### src/rtl/uart_tx_unit.sv
// uart_tx_unit: 8N1 UART transmitter with free-running oversample baud tick; ports clk, reset (async), start/tx_input in, tx_out/tx_status/baud_tick out
module uart_tx_unit #(
  parameter int CLOCK_HZ   = 100_000_000,
  parameter int BAUD       = 115200,
  parameter int OVERSAMPLE = 16,
  parameter int FRAME_BITS = 8
) (
  input  logic                  clk,
  input  logic                  reset,
  input  logic                  start,
  input  logic [FRAME_BITS-1:0] tx_input,
  output logic                  tx_out,
  output logic                  tx_status,
  output logic                  baud_tick
);
  localparam int DIV = CLOCK_HZ / (OVERSAMPLE * BAUD);
  localparam int CW  = $clog2(DIV + 1);
  localparam int SW  = $clog2(OVERSAMPLE);
  localparam int BW  = FRAME_BITS > 1 ? $clog2(FRAME_BITS) : 1;
  if (DIV < 1 || OVERSAMPLE < 2 || FRAME_BITS < 1) begin : g_param_err
    $error("uart_tx_unit: DIV >= 1, OVERSAMPLE >= 2, FRAME_BITS >= 1 required");
  end
  typedef enum logic [1:0] {IDLE, START, DATA, STOP} state_t;
  state_t                state, state_n;
  logic [CW-1:0]         cnt;
  logic [SW-1:0]         samp, samp_n;
  logic [BW-1:0]         bit_idx, bit_n;
  logic [FRAME_BITS-1:0] data, data_n;
  logic                  adv, last, tx_n;
  assign baud_tick = cnt == CW'(DIV - 1);
  assign adv       = baud_tick && samp == SW'(OVERSAMPLE - 1);
  assign last      = bit_idx == BW'(FRAME_BITS - 1);
  always_ff @(posedge clk or posedge reset)
    if (reset) cnt <= '0;
    else cnt <= baud_tick ? '0 : cnt + CW'(1);
  always_comb begin
    state_n = state;
    samp_n  = samp;
    bit_n   = bit_idx;
    data_n  = data;
    case (state)
      IDLE: if (start) begin
        state_n = START;
        data_n  = tx_input;
        samp_n  = '0;
        bit_n   = '0;
      end
      START: state_n = adv ? DATA : START;
      DATA: if (adv) begin
        state_n = last ? STOP : DATA;
        bit_n   = last ? '0 : bit_idx + BW'(1);
        data_n  = data >> 1;
      end
      default: state_n = adv ? IDLE : STOP;
    endcase
    if (state != IDLE && baud_tick) samp_n = adv ? '0 : samp + SW'(1);
    tx_n = state_n == START ? 1'b0 : state_n == DATA ? data_n[0] : 1'b1;
  end
  always_ff @(posedge clk or posedge reset)
    if (reset) begin
      state     <= IDLE;
      samp      <= '0;
      bit_idx   <= '0;
      data      <= '0;
      tx_out    <= 1'b1;
      tx_status <= 1'b0;
    end else begin
      state     <= state_n;
      samp      <= samp_n;
      bit_idx   <= bit_n;
      data      <= data_n;
      tx_out    <= tx_n;
      tx_status <= state_n != IDLE;
    end
endmodule

### config.mk
export PLATFORM = sky130hd
export DESIGN_NAME = uart_tx_unit
export DESIGN_NICKNAME = d
export VERILOG_FILES = /design/src/rtl/uart_tx_unit.sv
export SDC_FILE = /design/constraint.sdc
export NUM_CORES = 1
export LEC_CHECK = 0
export CORE_MARGIN = 2
export CORE_UTILIZATION = 49
export DETAILED_ROUTE_END_ITERATION = 12
export GPL_TIMING_DRIVEN = 0
export MAX_ROUTING_LAYER = met4
export PLACE_DENSITY = 0.74
export SYNTH_ARGS = -nofsm -noshare
export SYNTH_HDL_FRONTEND = slang
export SYNTH_SLANG_ARGS = --single-unit
export TNS_END_PERCENT = 20
### constraint.sdc
create_clock -name clk -period 1.52 [get_ports clk]
set_input_delay 0.152 -clock clk [delete_from_list [all_inputs] [get_ports clk]]
set_output_delay 0.152 -clock clk [all_outputs]
set_load 0.02 [all_outputs]
==> results of run 1 <==
-- repair_timing --
| item | CTS | global route |
|---|---|---|
| setup buffers | 7 | 3 |
| pin swaps | 5 | 6 |
| endpoints found under the setup margin | 21 | 20 |
| hold buffers | 0 | 0 |
| gates resized for setup | 20 | 11 |
-- metal layers --
metal	share of wire	vias to the layer above	GRT usage	wire [um]
met5	0	-	-	0
li1	-	518	-	-
met2	0.49	11	0.2942	1295
met1	0.48	543	0.2553	1289
met3	0.023	2	0.02108	60
met4	0.0060	0	0.05226	16
-- layout make-up --
cell class / instances / area [sq um]
buffer: 5 / 36.28
tap: 30 / 37.54
inverter: 4 / 15.01
sequential: 25 / 626.9
multi-input combinational: 93 / 699.4
timing repair buffer: 23 / 205.2
clock inverter: 1 / 7.507
fill: 197 / 849.6
clock buffer: 3 / 22.52
-- worst max-delay path: cells and delay by family, from the launching register on --
family	cells	cell delay [ns]
DFF	1	0.41
and+or+nand+nor	2	0.40
AOI/OAI and AO/OA	2	0.39
buffers and inverters	2	0.22
adders and majority gates	1	0.18
-- synthesized netlist by cell type, types with 3 or more instances --
| library cell | n |
|---|---|
| ha_1 | 5 |
| nand3_1 | 7 |
| a31oi_1 | 3 |
| dfrtp_1 | 24 |
| and2_0 | 4 |
| inv_1 | 4 |
| nand2_1 | 16 |
| nand4_1 | 3 |
| o21ai_0 | 10 |
| nor2_1 | 9 |
| a221o_1 | 7 |
-- layout by cell type, fill, tap and decap left out, types with 2 or more instances in the layout --
| cell | instances |
|---|---|
| a31oi_1 | 3 |
| nand2_1 | 16 |
| nand3_1 | 5 |
| a221o_1 | 7 |
| ha_2 | 2 |
| buf_6 | 2 |
| nor2_4 | 2 |
| o21ai_1 | 4 |
| xnor2_1 | 2 |
| and2_4 | 4 |
| nand4_1 | 3 |
| ha_1 | 3 |
| nand2b_1 | 2 |
| and2_1 | 2 |
| buf_4 | 12 |
| clkdlybuf4s50_1 | 11 |
| o311a_1 | 2 |
| inv_1 | 4 |
| nor4_1 | 2 |
| dfrtp_1 | 24 |
| nor2_1 | 7 |
| clkbuf_4 | 3 |
| o21ai_0 | 5 |
| xor2_1 | 2 |
-- sequential cells by signal (all words and copies together) (netlist names) --
register / flops
samp: 4
tx_out: 1
tx_status: 1
state: 2
data: 8
bit_idx: 3
cnt: 6
-- final timing paths --
path	from	to	slack (ns)	depth (start not counted)
worst max-delay path	cnt[1]	data[3]	-0.15	7
worst min-delay path	reset	data[6]	0.31	2
worst max register to register	cnt[1]	data[3]	-0.15	7
worst min register to register	samp[3]	samp[3]	0.52	1
max in group asynchronous	reset	tx_status	0.62	2
min in group clk	tx_input[7]	data[7]	0.37	3
-- report_power, final --
group	internal [W]	leakage, nW	switching (W)
clock network	0.000101	0.0139	0.000218
logic	0.000136	0.381	0.0000881
registers	0.000729	0.313	0.0000406
-- kinds of logic (layout without fill, tap and decap cells) --
logic type,after synthesis,count (layout),share of synthesized area
mux,1,1,0.007737
compound gates,27,27,0.1606
simple gates,56,56,0.2321
buf+inv,9,36,0.03964
xor+xnor,4,4,0.02708
fa+ha+maj,5,5,0.04836
flops,25,25,0.4845
-- stage by stage --
step                      setup TNS, ns  hold WS (ns)  utilization  total power, W  cells
after detailed placement         -5.521        0.4880       0.5856       0.0009646    170
after global routing             -3.247        0.3646       0.6602        0.001369    184
after global placement           -5.044        0.4677       0.5856       0.0009550    170
final                            -1.310        0.3059       0.6602        0.001312    184
after floorplan                 -0.5705        0.1786            -       0.0008961    127
after CTS                        -1.433        0.3523       0.6351        0.001295    181
==> metrics.yaml, run 1 <==
layout:
  drive_gt1_frac: 0.2532
  diodes: 0
  syn_to_final_growth_pct: 27.56
  layout.nets: 171
  design_area_sq_um: 1650
synthesis:
  synth_top_area_cell: "dfrtp_1"
  ys_seq_elements: 25
  ys_top_cells_by_area: "dfrtp_1 (46%), a221o_1 (5.4%), ha_1 (4.8%)"
  synth_cell_types: 37
  yosys_warnings: 0
  async_reset_ff_frac: 1.000
  seq_area_frac_synth: 0.4845
  syn_area_per_cell_sq_um: 10.19
  synthFlopType: "dfrtp_1"
  synth_top_area_share: 0.4642
  syn_nets: 143
  synth_area_sq_um: 1294
  syn_inst: 127
  synth_edf_count: 0
cts:
  cts_inserted_buffers: 3
  htree_num_levels: 1
  cts_tree: "done"
  clk_pin_slew_ns: 0.16
  clock-root-buffer: "clkbuf_4"
  cts_num_sinks: 25
  clkLatencyLatePin_ns: 0.33
  cts_buffer_depth: 2
routing:
  vias_per_cell: 5.837
  drc: 0
  drt_iter0_markers: 16
  num_vias: 1074
  wl_per_cell_um: 14.46
  routed_wl_um: 2661
  drt.antenna.violating_nets: 0
  drt_first_pass_iters: 4
global_routing:
  antenna_found_initial: 0
  grt_use_total: 0.1864
  grt_max_degree: 26
  grt.overflow.total: 0
  grt_pass1_vias: 1015
  grt_pass1_wl_um: 4540
die:
  die-area_sq_um: 3068
  num_rows: 18
  core_sq_um: 2500
  die_h_um: 55.39
  start_util: 0.5175
  fp.dieW_um: 55.39
  pin_count: 14
power_and_ir_drop:
  p_per_area_nw_per_um2: 795.1
  power_leakage_nw: 0.7081
  ir_worst_vdd_mv: 0.6476
place:
  dp_slack_ns: -0.5090
  place_congestion: 0.8314
  port_buffers: 13
  hpwl_um: 1716
  dpl_cell_area_sq_um: 1464
critical_path:
  cp-end-kind: "flop"
  worstPathRequired_ns: 1.76
  worstSetupPathType: "reg2reg"
  path_max_fanout: 6
  path_cells: "inv_1 -> ha_2 -> and4b_2 -> a41oi_4 -> buf_6 -> and2_4 -> a221o_1"
  max_stage_delay_ns: 0.41
  cp_data_arrival_time_ns: 1.90
  crit_path_top_delay_cell: "dfrtp_1"
  critPathLaunchType: "flop"
timing:
  setup_ws_ns: -0.1470
  finClkSkew_ns: 0.01801
  tightest_slew_ns: 0.9389
  period_minus_slack_ns: 1.667
  drv_slew: 0
  hold_viol: 0
  fin_crit_sh: 1.097
  relSlewSlack: 0.3733
  fmax_mhz: 599.9
  rsz0062_at_grt: "yes"
  finalSetupViolations: 17
hold_path:
  hp-class: "in2async"
run_status:
  status: "finished with violations"
  violations: "negative setup slack"
job:
  cap_violations: 0
(Power assumes the default switching activity.)
==> run 2, diff against run 1 <==
==> constraint.sdc (replaced) <==
create_clock -name clk -period 1.52 [get_ports clk]
set_input_delay 0.152 -clock clk [delete_from_list [all_inputs] [get_ports clk]]
set_output_delay 0.152 -clock clk [all_outputs]
set_load 0.1 [all_outputs]
==> metrics.yaml, run 2 (synthesized netlist as in run 1, its figures left out) <==
run_status:
  status: "finished with violations"  # unchanged
  violations: "negative setup slack"  # unchanged
critical_path:
  path_cells: "ha_4 -> and4b_2 -> buf_4 -> nand3_1 -> nor2_4 -> a221o_1"  # was inv_1 -> ha_2 -> and4b_2 -> a41oi_4 -> buf_6 -> and2_4 -> a221o_1
  cp_data_arrival_time_ns: 1.86  # was 1.90 ns
  worstPathRequired_ns: 1.74  # was 1.76 ns
  critPathLaunchType: "flop"  # unchanged
  path_max_fanout: 8  # was 6
  max_stage_delay_ns: 0.43  # was 0.41 ns
  cp-end-kind: "flop"  # unchanged
  reg2reg_slack_ns: -0.12  # was -0.15 ns
  worstSetupPathType: "reg2reg"  # unchanged
  crit_path_top_delay_cell: "dfrtp_1"  # unchanged
cts:
  cts_num_sinks: 25  # unchanged
  clkLatencyLatePin_ns: 0.32  # was 0.33 ns
  cts_inserted_buffers: 3  # unchanged
  clk_pin_slew_ns: 0.15  # was 0.16 ns
  clock-root-buffer: "clkbuf_4"  # unchanged
  cts_tree: "done"  # unchanged
  htree_num_levels: 1  # unchanged
  cts_buffer_depth: 2  # unchanged
place:
  place_congestion: 0.8283  # was 0.8314
  hpwl_um: 1755  # was 1716 um
  placed_cells: 170  # unchanged
  port_buffers: 13  # unchanged
power_and_ir_drop:
  power_frac_comb: 0.194  # was 0.171
  pwr-share-clk: 0.228  # was 0.243
  power_switching_w: 0.0003523  # was 0.0003467 W
  p_int_w: 0.0009777  # was 0.0009654 W
  power_leakage_nw: 0.7350  # was 0.7081 nW
  ir_worst_vdd_mv: 0.7006  # was 0.6476 mV
  p_per_area_nw_per_um2: 782.8  # was 795.1 nW/um^2
  seqPwrFrac: 0.578  # was 0.587
  swShare: 0.2649  # was 0.2642
timing:
  finalSetupViolations: 14  # was 17
  tightest_slew_ns: 0.9206  # was 0.9389 ns
  period_minus_slack_ns: 1.639  # was 1.667 ns
  fin_setup_tns_ns: -1.062  # was -1.310 ns
  hold_viol: 0  # unchanged
  rsz0062_at_grt: "yes"  # unchanged
  finClkSkew_ns: 0.008956  # was 0.01801 ns
  fmax_mhz: 610.1  # was 599.9 MHz
  drv_slew: 0  # unchanged
  relSlewSlack: 0.3856  # was 0.3733
  setup_ws_ns: -0.1192  # was -0.1470 ns
  fin_crit_sh: 1.078  # was 1.097
die:
  core_sq_um: 2500  # unchanged
  fp.dieW_um: 55.39  # unchanged
  start_util: 0.5175  # unchanged
  die-area_sq_um: 3068  # unchanged
  num_rows: 18  # unchanged
  die_h_um: 55.39  # unchanged
  pin_count: 14  # unchanged
global_routing:
  antenna_found_initial: 0  # unchanged
  grt_use_total: 0.1900  # was 0.1864
  grt_max_degree: 26  # unchanged
  grt_pass1_vias: 1057  # was 1015
  grt.overflow.total: 0  # unchanged
  grt_pass1_wl_um: 4623  # was 4540 um
layout:
  syn_to_final_growth_pct: 31.33  # was 27.56%
  top_regs: "data: 8 flops, cnt: 6 flops, samp: 4 flops"  # unchanged
  layout.cells.non_filler: 189  # was 184
  layout.nets: 176  # was 171
  diodes: 0  # unchanged
  final_cell_mix: "dfrtp_1 (24), buf_4 (16), nand2_1 (16)"  # was dfrtp_1 (24), nand2_1 (16), buf_4 (12)
  drive_gt1_frac: 0.2956  # was 0.2532
  largest_reg_flops: 8  # unchanged
  regMostFlops: "data"  # unchanged
  layout.cells.most_common: "dfrtp_1"  # unchanged
routing:
  drc: 0  # unchanged
  drt_iter0_markers: 24  # was 16
  vias_per_cell: 5.698  # was 5.837
  routed_wl_um: 2653  # was 2661 um
  drt.antenna.violating_nets: 0  # unchanged
  wl_per_cell_um: 14.04  # was 14.46 um
  drt_first_pass_iters: 4  # unchanged
  num_vias: 1077  # was 1074
job:
  cap_violations: 0  # unchanged
hold_path:
  hp-class: "in2async"  # unchanged
==> run 2: cell count changes in the layout (fill, tap and decap cells not counted), moves of 2 or more <==
| cell | change |
|---|---|
| buf_4 | +4 |
| o21ai_0 | +3 |
| and2_1 | -2 |
| and2_4 | +2 |
| ha_2 | -2 |
| ha_4 | +2 |
| nand3_1 | +2 |
| o21ai_1 | -2 |
==> run 2: power by group through the flow <==
stage,Clock [W],Sequential (W),Combinational (W)
final,0.000303,0.000769,0.000257
after global routing,0.000341,0.000777,0.000279
after CTS,0.000313,0.000768,0.000252
after detailed placement,0,0.000778,0.000206
after global placement,0,0.000775,0.000203
after floorplan,0,0.000796,0.000122
==> run 2: cell type report <==
cell class | count | area (sq um)
inverters | 4 | 15.01
plain buffers | 5 | 36.28
clock buffers | 3 | 22.52
clock inverters | 1 | 7.507
repair buffers | 28 | 252.7
multi-input cells | 93 | 700.7
flip-flops and latches | 25 | 626.9
well taps | 30 | 37.54
fillers | 184 | 800.8
==> run 2: what timing repair did <==
| action | CTS | global route |
|---|---|---|
| endpoints found under the setup margin | 21 | 20 |
| buffers inserted | 9 | 6 |
| pin swaps | 12 | 5 |
| hold buffers | 0 | 0 |
| gates resized for setup | 35 | 4 |
==> run 2: metrics by stage <==
| stage | hold WS, ns | area [sq um] | worst slack (ns) | total power (W) | util |
|---|---|---|---|---|---|
| after floorplan | 0.1786 | 1306 | -0.1284 | 0.0009180 | - |
| after global placement | 0.4673 | 1474 | -0.9050 | 0.0009777 | 0.5896 |
| after detailed placement | 0.4865 | 1474 | -0.9451 | 0.0009842 | 0.5896 |
| after CTS | 0.3484 | 1630 | -0.1432 | 0.001333 | 0.6522 |
| after global routing | 0.3620 | 1699 | -0.1889 | 0.001397 | 0.6797 |
| final | 0.3165 | 1699 | -0.1192 | 0.001330 | 0.6797 |
==> run 2: worst paths after layout <==
| kind | end | cells after the start | startpoint |
|---|---|---|---|
| worst min register to register | bit_idx[1] | 2 | bit_idx[1] |
| min in group clk | data[7] | 3 | tx_input[7] |
| worst min-delay path | cnt[3] | 2 | reset |
| worst max-delay path | data[6] | 6 | cnt[0] |
| max in group asynchronous | cnt[1] | 2 | reset |
| worst max register to register | data[6] | 6 | cnt[0] |
==> run 2: worst max-delay path, delay by kind of cell, from the launching register on <==
family / cells / cell delay [ns]
fa+ha+maj: 1 / 0.18
compound gates: 1 / 0.36
simple gates: 3 / 0.43
flops: 1 / 0.43
buf+inv: 1 / 0.14
==> run 2: per-layer routing <==
layer	up-vias	wire, um	GRT usage
met5	-	0	-
met3	2	76	0.03044
met1	532	1242	0.2375
li1	528	-	-
met4	0	15	0.06969
met2	15	1319	0.3112
